==> src/rtl/sha256_pkg.sv <==
// SHA-256 constants, the block FSM state type and the round/schedule helper functions
// shared by the streaming core and its round datapath.
package sha256_pkg;

    typedef enum logic [1:0] {
        IDLE   = 2'd0,
        ROUND  = 2'd1,
        UPDATE = 2'd2
    } state_t;

    localparam logic [255:0] IV = {
        32'h6a09e667, 32'hbb67ae85, 32'h3c6ef372, 32'ha54ff53a,
        32'h510e527f, 32'h9b05688c, 32'h1f83d9ab, 32'h5be0cd19
    };

    localparam logic [31:0] K [64] = '{
        32'h428a2f98, 32'h71374491, 32'hb5c0fbcf, 32'he9b5dba5,
        32'h3956c25b, 32'h59f111f1, 32'h923f82a4, 32'hab1c5ed5,
        32'hd807aa98, 32'h12835b01, 32'h243185be, 32'h550c7dc3,
        32'h72be5d74, 32'h80deb1fe, 32'h9bdc06a7, 32'hc19bf174,
        32'he49b69c1, 32'hefbe4786, 32'h0fc19dc6, 32'h240ca1cc,
        32'h2de92c6f, 32'h4a7484aa, 32'h5cb0a9dc, 32'h76f988da,
        32'h983e5152, 32'ha831c66d, 32'hb00327c8, 32'hbf597fc7,
        32'hc6e00bf3, 32'hd5a79147, 32'h06ca6351, 32'h14292967,
        32'h27b70a85, 32'h2e1b2138, 32'h4d2c6dfc, 32'h53380d13,
        32'h650a7354, 32'h766a0abb, 32'h81c2c92e, 32'h92722c85,
        32'ha2bfe8a1, 32'ha81a664b, 32'hc24b8b70, 32'hc76c51a3,
        32'hd192e819, 32'hd6990624, 32'hf40e3585, 32'h106aa070,
        32'h19a4c116, 32'h1e376c08, 32'h2748774c, 32'h34b0bcb5,
        32'h391c0cb3, 32'h4ed8aa4a, 32'h5b9cca4f, 32'h682e6ff3,
        32'h748f82ee, 32'h78a5636f, 32'h84c87814, 32'h8cc70208,
        32'h90befffa, 32'ha4506ceb, 32'hbef9a3f7, 32'hc67178f2
    };

    function automatic logic [31:0] rotr(input logic [31:0] x, input int n);
        return (x >> n) | (x << (32 - n));
    endfunction

    function automatic logic [31:0] ch(input logic [31:0] x, input logic [31:0] y, input logic [31:0] z);
        return (x & y) ^ (~x & z);
    endfunction

    function automatic logic [31:0] maj(input logic [31:0] x, input logic [31:0] y, input logic [31:0] z);
        return (x & y) ^ (x & z) ^ (y & z);
    endfunction

    function automatic logic [31:0] big_sigma0(input logic [31:0] x);
        return rotr(x, 2) ^ rotr(x, 13) ^ rotr(x, 22);
    endfunction

    function automatic logic [31:0] big_sigma1(input logic [31:0] x);
        return rotr(x, 6) ^ rotr(x, 11) ^ rotr(x, 25);
    endfunction

    function automatic logic [31:0] small_sigma0(input logic [31:0] x);
        return rotr(x, 7) ^ rotr(x, 18) ^ (x >> 3);
    endfunction

    function automatic logic [31:0] small_sigma1(input logic [31:0] x);
        return rotr(x, 17) ^ rotr(x, 19) ^ (x >> 10);
    endfunction

    // Eight independent mod-2^32 additions; no carry crosses a word boundary.
    function automatic logic [255:0] add_words(input logic [255:0] x, input logic [255:0] y);
        logic [255:0] r;
        for (int i = 0; i < 8; i++) r[32*i +: 32] = x[32*i +: 32] + y[32*i +: 32];
        return r;
    endfunction

endpackage

==> src/rtl/sha256_round.sv <==
// One combinational SHA-256 compression round: {a..h} in, {a..h} out, a in bits 255:224.
module sha256_round
    import sha256_pkg::*;
(
    input  logic [255:0] st,
    input  logic [31:0]  w,
    input  logic [31:0]  k,
    output logic [255:0] nxt
);

    logic [31:0] a, b, c, d, e, f, g, h;
    logic [31:0] t1, t2;

    assign {a, b, c, d, e, f, g, h} = st;
    assign t1  = h + big_sigma1(e) + ch(e, f, g) + k + w;
    assign t2  = big_sigma0(a) + maj(a, b, c);
    assign nxt = {t1 + t2, a, b, c, d + t1, e, f, g};

endmodule

==> src/rtl/sha256_stream.sv <==
// Multi-block SHA-256 core: accepts pre-padded 512-bit blocks, chains H across a message
// and evaluates ROUNDS_PER_CYCLE rounds per clock.
module sha256_stream
    import sha256_pkg::*;
#(
    parameter int ROUNDS_PER_CYCLE = 1
) (
    input  logic         CLK,
    input  logic         RST,
    input  logic         BLK_VALID,
    output logic         BLK_READY,
    input  logic         BLK_FIRST,
    input  logic         BLK_LAST,
    input  logic [511:0] BLK_DATA,
    output logic         BUSY,
    output logic         DONE,
    output logic [255:0] DIGEST,
    output logic [1:0]   dbg_state
);

    localparam int         R                = ROUNDS_PER_CYCLE;
    localparam int         CYCLES_PER_BLOCK = 64 / R;
    localparam logic [6:0] T_FINAL          = 7'(64 - R);

    if (!(R == 1 || R == 2 || R == 4 || R == 8) || CYCLES_PER_BLOCK * R != 64) begin : g_bad_rounds
        $error("sha256_stream: ROUNDS_PER_CYCLE must be 1, 2, 4 or 8");
    end

    state_t       state, state_nxt;
    logic [6:0]   t;
    logic [255:0] h, wv;
    logic [31:0]  w   [16];
    logic [31:0]  ext [16+R];
    logic         last_q, chain_active;
    logic         accept, use_iv;
    logic [255:0] base, h_sum, round_out;

    // Handshake: a block transfers on a rising CLK edge where BLK_VALID and BLK_READY are
    // both high; BLK_DATA/BLK_FIRST/BLK_LAST are sampled only then, and the producer keeps
    // them stable until that edge. BLK_VALID with BLK_READY low has no effect.
    assign accept    = BLK_VALID & BLK_READY;
    assign use_iv    = BLK_FIRST | ~chain_active;
    assign base      = use_iv ? IV : h;
    assign h_sum     = add_words(h, wv);
    assign dbg_state = state;

    // ext[0..15] is W[t..t+15]; ext[16..15+R] are the R schedule words produced this cycle.
    always_comb begin
        for (int j = 0; j < 16 + R; j++) ext[j] = '0;
        for (int j = 0; j < 16; j++) ext[j] = w[j];
        for (int j = 0; j < R; j++)
            ext[16+j] = small_sigma1(ext[14+j]) + ext[9+j] + small_sigma0(ext[1+j]) + ext[j];
    end

    for (genvar i = 0; i < R; i++) begin : g_round
        logic [5:0]   kidx;
        logic [255:0] si, so;
        if (i == 0) begin : g_head
            assign si = wv;
        end else begin : g_link
            assign si = g_round[i-1].so;
        end
        assign kidx = t[5:0] + 6'(i);
        sha256_round u_round (
            .st  (si),
            .w   (ext[i]),
            .k   (K[kidx]),
            .nxt (so)
        );
    end
    assign round_out = g_round[R-1].so;

    always_ff @(posedge CLK or posedge RST) begin
        if (RST) state <= IDLE;
        else     state <= state_nxt;
    end

    always_comb begin
        state_nxt = state;
        BLK_READY = 1'b0;
        BUSY      = 1'b0;
        case (state)
            IDLE: begin
                BLK_READY = 1'b1;
                if (BLK_VALID) state_nxt = ROUND;
            end
            ROUND: begin
                BUSY = 1'b1;
                if (t == T_FINAL) state_nxt = UPDATE;
            end
            UPDATE: begin
                BUSY      = 1'b1;
                state_nxt = IDLE;
            end
            default: state_nxt = IDLE;
        endcase
    end

    always_ff @(posedge CLK or posedge RST) begin
        if (RST) begin
            t            <= '0;
            h            <= IV;
            wv           <= '0;
            last_q       <= 1'b0;
            chain_active <= 1'b0;
            DONE         <= 1'b0;
            DIGEST       <= '0;
            for (int j = 0; j < 16; j++) w[j] <= '0;
        end else begin
            DONE <= 1'b0;
            case (state)
                IDLE: begin
                    if (accept) begin
                        for (int j = 0; j < 16; j++) w[j] <= BLK_DATA[511 - 32*j -: 32];
                        last_q <= BLK_LAST;
                        wv     <= base;
                        t      <= '0;
                        if (use_iv) h <= IV;
                    end
                end
                ROUND: begin
                    wv <= round_out;
                    for (int j = 0; j < 16; j++) w[j] <= ext[j+R];
                    t  <= t + 7'(R);
                end
                UPDATE: begin
                    h <= h_sum;
                    if (last_q) begin
                        DIGEST       <= h_sum;
                        DONE         <= 1'b1;
                        chain_active <= 1'b0;
                    end else begin
                        chain_active <= 1'b1;
                    end
                end
                default: ;
            endcase
        end
    end

endmodule

==> config.mk <==
export PLATFORM = sky130hd
export DESIGN_NAME = sha256_stream
export DESIGN_NICKNAME = d
export VERILOG_FILES = /design/src/rtl/sha256_pkg.sv /design/src/rtl/sha256_round.sv /design/src/rtl/sha256_stream.sv
export SDC_FILE = /design/constraint.sdc
export NUM_CORES = 2
export LEC_CHECK = 0
export CAP_MARGIN = 25
export CORE_ASPECT_RATIO = 1.5
export CORE_UTILIZATION = 35
export DETAILED_ROUTE_END_ITERATION = 12
export SETUP_SLACK_MARGIN = 0.4
export SYNTH_ARGS = -nofsm -noshare
export SYNTH_HDL_FRONTEND = slang
export SYNTH_SLANG_ARGS = --single-unit
==> constraint.sdc <==
create_clock -name CLK -period 69.3 [get_ports CLK]
set_clock_uncertainty 0.1 [all_clocks]
set_input_delay 17.325 -clock CLK [delete_from_list [all_inputs] [get_ports CLK]]
set_output_delay 17.325 -clock CLK [all_outputs]
set_load 0.005 [all_outputs]
Yosys cells after proc, flatten, opt, wreduce, memory -nomap -nowiden

Memory sizes are Yosys's and may differ from the RTL's.
Cells that the tools add are included.

Flip-flop bits (word level): 1292
Bits in read-only memories: 2048
Input port bits: 517
Logic and storage cells: 109
Memories: 1

Memory list:

| name             | words | bits a word | read ports | clocked after memory_dff | wr ports | RTL line            | RTL |
|---|---|---|---|---|---|---|---|
| (name not given) | 64    | 32          | 1          | 0                        | 0        | sha256_stream.sv:67 | `.k (K[kidx]),` |

$add $sub $neg: 19
Magnitude comparators: 1
Equal/unequal tests: 6
Multiplexer cells: 18
Bitwise gates (word level): 31
Reduce and logical (&&, ||, !) cells: 9

Operator list:

| kind                                                           | number |
|---|---|
| 256-bit one-hot mux with 2 select lines                        | 2 |
| 512-bit one-hot mux with 2 select lines                        | 1 |
| 32-bit adder                                                   | 18 |
| 256-bit two-way mux                                            | 2 |
| 512-bit two-way mux                                            | 1 |
| 32-bit XOR                                                     | 9 |
| 32-bit bitwise AND                                             | 5 |
| 32-bit two-way mux                                             | 2 |
| 32-bit NOT                                                     | 1 |
| 10-bit by 32-bit OR with 32-bit output                         | 1 |
| 13-bit by 32-bit OR with 32-bit output                         | 1 |
| 14-bit by 32-bit OR with 32-bit output                         | 1 |
| 15-bit by 32-bit OR with 32-bit output                         | 1 |
| 19-bit by 32-bit OR with 32-bit output                         | 1 |
| 21-bit by 32-bit OR with 32-bit output                         | 1 |
| 25-bit by 32-bit OR with 32-bit output                         | 1 |
| 26-bit by 32-bit OR with 32-bit output                         | 1 |
| 30-bit by 32-bit OR with 32-bit output                         | 1 |
| 7-bit by 32-bit OR with 32-bit output                          | 1 |
| 32-bit by 22-bit XOR with 32-bit output                        | 1 |
| 32-bit by 29-bit XOR with 32-bit output                        | 1 |
| 7-bit one-hot mux with 2 select lines                          | 1 |
| 2-bit AND reduction                                            | 5 |
| 7-bit by 1-bit adder with 7-bit output (second input constant) | 1 |
| 16 further kinds                                               | 24 |

Depth between registers and ports, before layout

Depth in word-level cells: 9
Gate-level depth with buffers: 37
Mapped depth without buffers: 35

Cells and area by module

A second synthesis with hierarchy kept.

Cell total of the unflattened synthesis: 9159
Area, all modules: 83874.2 um2

By module, submodules not included:

| module        | instances | cells an instance | area each (um2) |
|---|---|---|---|
| sha256_stream | 1         | 7846              | 72975.0 |
| sha256_round  | 1         | 1313              | 10899.2 |

Least setup slack after synthesis

Ideal clock, no wire load.

Kind: input-to-reg
Start point: input port BLK_VALID
End point: register t[0]
Arrival time: 19.115 ns
Required time: 69.117 ns
Path slack: 50.002 ns
Cell stages on the path: 9
Path buffers: 5
Path through: nand2b_1 clkbuf_1 o21ai_1 clkbuf_1 clkbuf_1 clkbuf_1 clkbuf_1 nand2_1 o21ai_0

Longest elaborated chain between the ends: 3

RTL lines:

| item                          | RTL line             | RTL |
|---|---|---|
| from (decl)                   | sha256_stream.sv:10  | `input logic BLK_VALID,` |
| 1-bit bitwise AND             | sha256_stream.sv:41  | `assign accept = BLK_VALID & BLK_READY;` |
| 2-bit != test (no line)       | --                   |  |
| 2-bit AND reduction (no line) | --                   |  |
| to (signal assigned)          | sha256_stream.sv:124 | `t <= t + 7'(R);` |
| to (decl)                     | sha256_stream.sv:30  | `logic [6:0] t;` |

Every way passes these cells.
A chain may end at the register's enable or synchronous reset.

==> summary.md <==
| Metric | Value |
|---|---|
| Outcome | `finished clean` |
| CTS root buffer | `clkbuf_16` |
| Worst reg-to-reg setup slack | `58.93 ns` |
| Clock-pin slew of the registers on the worst-case setup and hold paths | `roughly 0.060 ns` |
| Hold path startpoint | `ext[456]` |
| Sink of the worst hold path | `ext[488]` |
| Capturing element type of the critical path | `asynchronous set/reset pin` |
| Iter 0 DRT Violations | `6190` |
| TritonCTS buffer count | `148` |
| Highest Clock Rate | `42.59 MHz` |
| Launch point of the worst reg-to-reg path | `t[0]` |
| Site row count | `216` |
| Die Wd | `395.6 microns` |
| Required time of the critical path | `between 70 and 80 ns` |
| Most common flop cell mapped by yosys | `dfrtp_1` |
| Depth of the worst hold-timing path | `2` |
| Net count after synthesis | `9950` |
| Total congestion overflow | `0` |
| Global-route usage over all layers | `between 20% and 30%` |
| H-tree depth reported by CTS | `4` |
| Worst-case reg-to-reg path depth | `33` |
| CTS tree | `yes` |
| Count of max-cap constraint violations | `0` |
| Final wirelength | `344500 microns` |
| Initial Util | `a little over a third` |
| DPL Wire Length | `265400 microns` |
| Initial DRT Pass Iterations | `9` |
| Average wire per standard cell | `~28 microns` |
| Worst-skew pair later-pin latency | `0.85 ns` |
| Post-cts repair resize count | `0` |
| Via total after detailed routing | `68.98k` |
| I/O pins | `about 780` |
| Critical path launch point type | `input pin` |
| Residual DRC count | `0` |
| Setup violators final | `0` |
| Die Area | `234400 sq um` |
| Area after detailed placement | `between 90000 and 100000 sq um` |
| Clock Path Buffers | `4` |
| Global-route wire length before repair | `492400 microns` |
| Hold/Removal Path Class | `reg -> reg` |
| Total count of hold-check failures in the final report | `0` |
| RD Place Congestion | `0.9740` |
| Worst setup path category | `in -> async` |
| Summed negative setup slack over all endpoints | `0 ns` |
| Post-synthesis cell area | `about 80000 sq um` |
| # fillers | `approximately 23k` |
| Area inside the core boundary | `230800 sq um` |
| Dpl cells | `12.21k` |
| Highest-count cells in the layout ignoring fill and taps | `1391 x nand2_1, 1153 x dfrtp_1, 877 x o21ai_0` |
| Layout overhead on the synthesized area | `19.09%` |
| Setup repair after global routing missed its margin | `false` |
| Worst max-slew margin expressed relative to the limit | `8.444%` |
| Post-layout net count | `10.42k` |
| Unique masters post-synth | `98` |
| Fraction of final layout cells sized beyond drive strength 1 | `6.512%` |
| Reg2Reg Capture Point | `g_round[0].si[253]` |
| Final Max Tran Viols | `0` |
| Via density per instance | `5.515` |
| Shortest period the worst path allows | `about 23 ns` |
| Sequential-to-total area share from yosys stat | `39.95%` |
| Count of buffers added by post-CTS timing repair for setup | `0` |
| Total of hold buffers inserted after clock tree synthesis | `0` |
| Critical path peak fanout | `128` |
| Residual antenna-violating net count after detailed routing | `0` |
| Avg Cell Area, Syn | `~9.2 sq um` |
| Die span in y | `592.4 microns` |
| Most frequent standard cell in the layout excluding fill and tap cells | `nand2_1` |
| YS warnings | `0` |
| Number of clock sinks | `between 1k and 1.5k` |
| Vias in the first global route | `between 60k and 70k` |
| Final cell count without fillers | `12.51k` |
| Number of antenna violations at the first check in global routing | `73` |
| Mapped Cells | `8838` |
| Count of state elements after synthesis | `1292` |
| Proportion of register bits with asynchronous set or reset after synthesis | `100.0%` |
| Worst EP arrival | `between 20 and 25 ns` |
| Non-Filler Cell Area, Final | `96870 sq um` |
| Count of input and output buffers | `777` |
| Fraction of the cycle the final worst path needs | `about 34%` |
| Largest net degree at the start of global routing | `296` |
| Post-synth EDFFs | `0` |
| Transition at the pin with the smallest max-transition slack | `1.373 ns` |
[through the flow]
step	hold WS (ns)	setup WS (ns)	utilization [%]
4_1_cts	0.3383	45.24	41.85
5_1_grt	0.3905	44.88	41.96
3_3_place_gp	0.3601	44.53	39.76
3_5_place_dp	0.3613	44.41	39.79
2_1_floorplan	0.3385	15.69	-
6_report	0.3468	45.82	41.97
[layout make-up]
cell class	instances	area, sq um	share of cell area, %
antenna	41	102.6	0.1059
timing repair buffer	886	8859	9.145
multi-input combinational	6317	44320	45.75
clock inverter	48	621.8	0.6419
tap	3052	3819	3.942
clock buffer	205	4129	4.262
sequential	1292	32500	33.56
inverter	666	2515	2.596
[metal layers]
metal	part of all wire [%]	GRT usage, %	up-vias
met4	7.4	18.92	38
li1	-	-	31616
met3	6.6	6.023	725
met5	0.076	0	-
met1	37	32.06	34103
met2	49	49.45	2498
[registers in the layout, indices dropped and copies added, names as in the netlist]
register and cells:
dbg_state 2, DONE 1, ext 512, last_q 1, t 7, chain_active 1
g_round.si 256, h 256, DIGEST 256
[synth_stat cells, drive strengths merged, types with 122 or more instances]
| master | n | area (sq um) |
|---|---|---|
| nor2 | 361 | 1355 |
| nand3 | 168 | 840.8 |
| o21ai | 888 | 4444 |
| xnor2 | 396 | 3468 |
| ha | 398 | 4980 |
| inv | 664 | 2492 |
| nand2 | 1394 | 5233 |
| dfstp | 136 | 3573 |
| xor2 | 193 | 1690 |
| fa | 197 | 3944 |
| a222oi | 154 | 1541 |
| dfrtp | 1156 | 28930 |
| mux2i | 425 | 4254 |
| clkbuf | 523 | 1963 |
| a21oi | 386 | 1947 |
| a21o | 173 | 1300 |
| o22a | 122 | 1070 |
[worst max path at each step]
stage,from,endpoint,slack (ns),depth (start not counted)
detailed placement,RST,ext[120],44.41,9
finish,RST,ext[120],45.82,10
global placement,RST,ext[120],44.53,9
CTS,RST,ext[129],45.24,9
global route,RST,ext[161],44.88,10
floorplan,RST,DIGEST[0],15.69,1
[critical path: stages]
cell and delay (ns):
clkdlybuf4s50_1 0.49, inv_8 0.59, buf_4 0.83, buf_4 0.86, buf_4 0.79, buf_4 0.71, buf_4 0.74, buf_4 0.80
buf_4 0.37, buf_16 0.32
[logic make-up after synthesis]
kind of cell,share of synthesized area (%)
AOI/OAI and AO/OA,18.87
xor gates and xnor gates,6.342
buffers and inverters,5.674
adders and majority gates,11.01
muxes,6.356
and+or+nand+nor,11.80
DFF,39.95
Power is not shown: default switching activity piles up to over one toggle a cycle in this logic, so the estimate is an artifact.
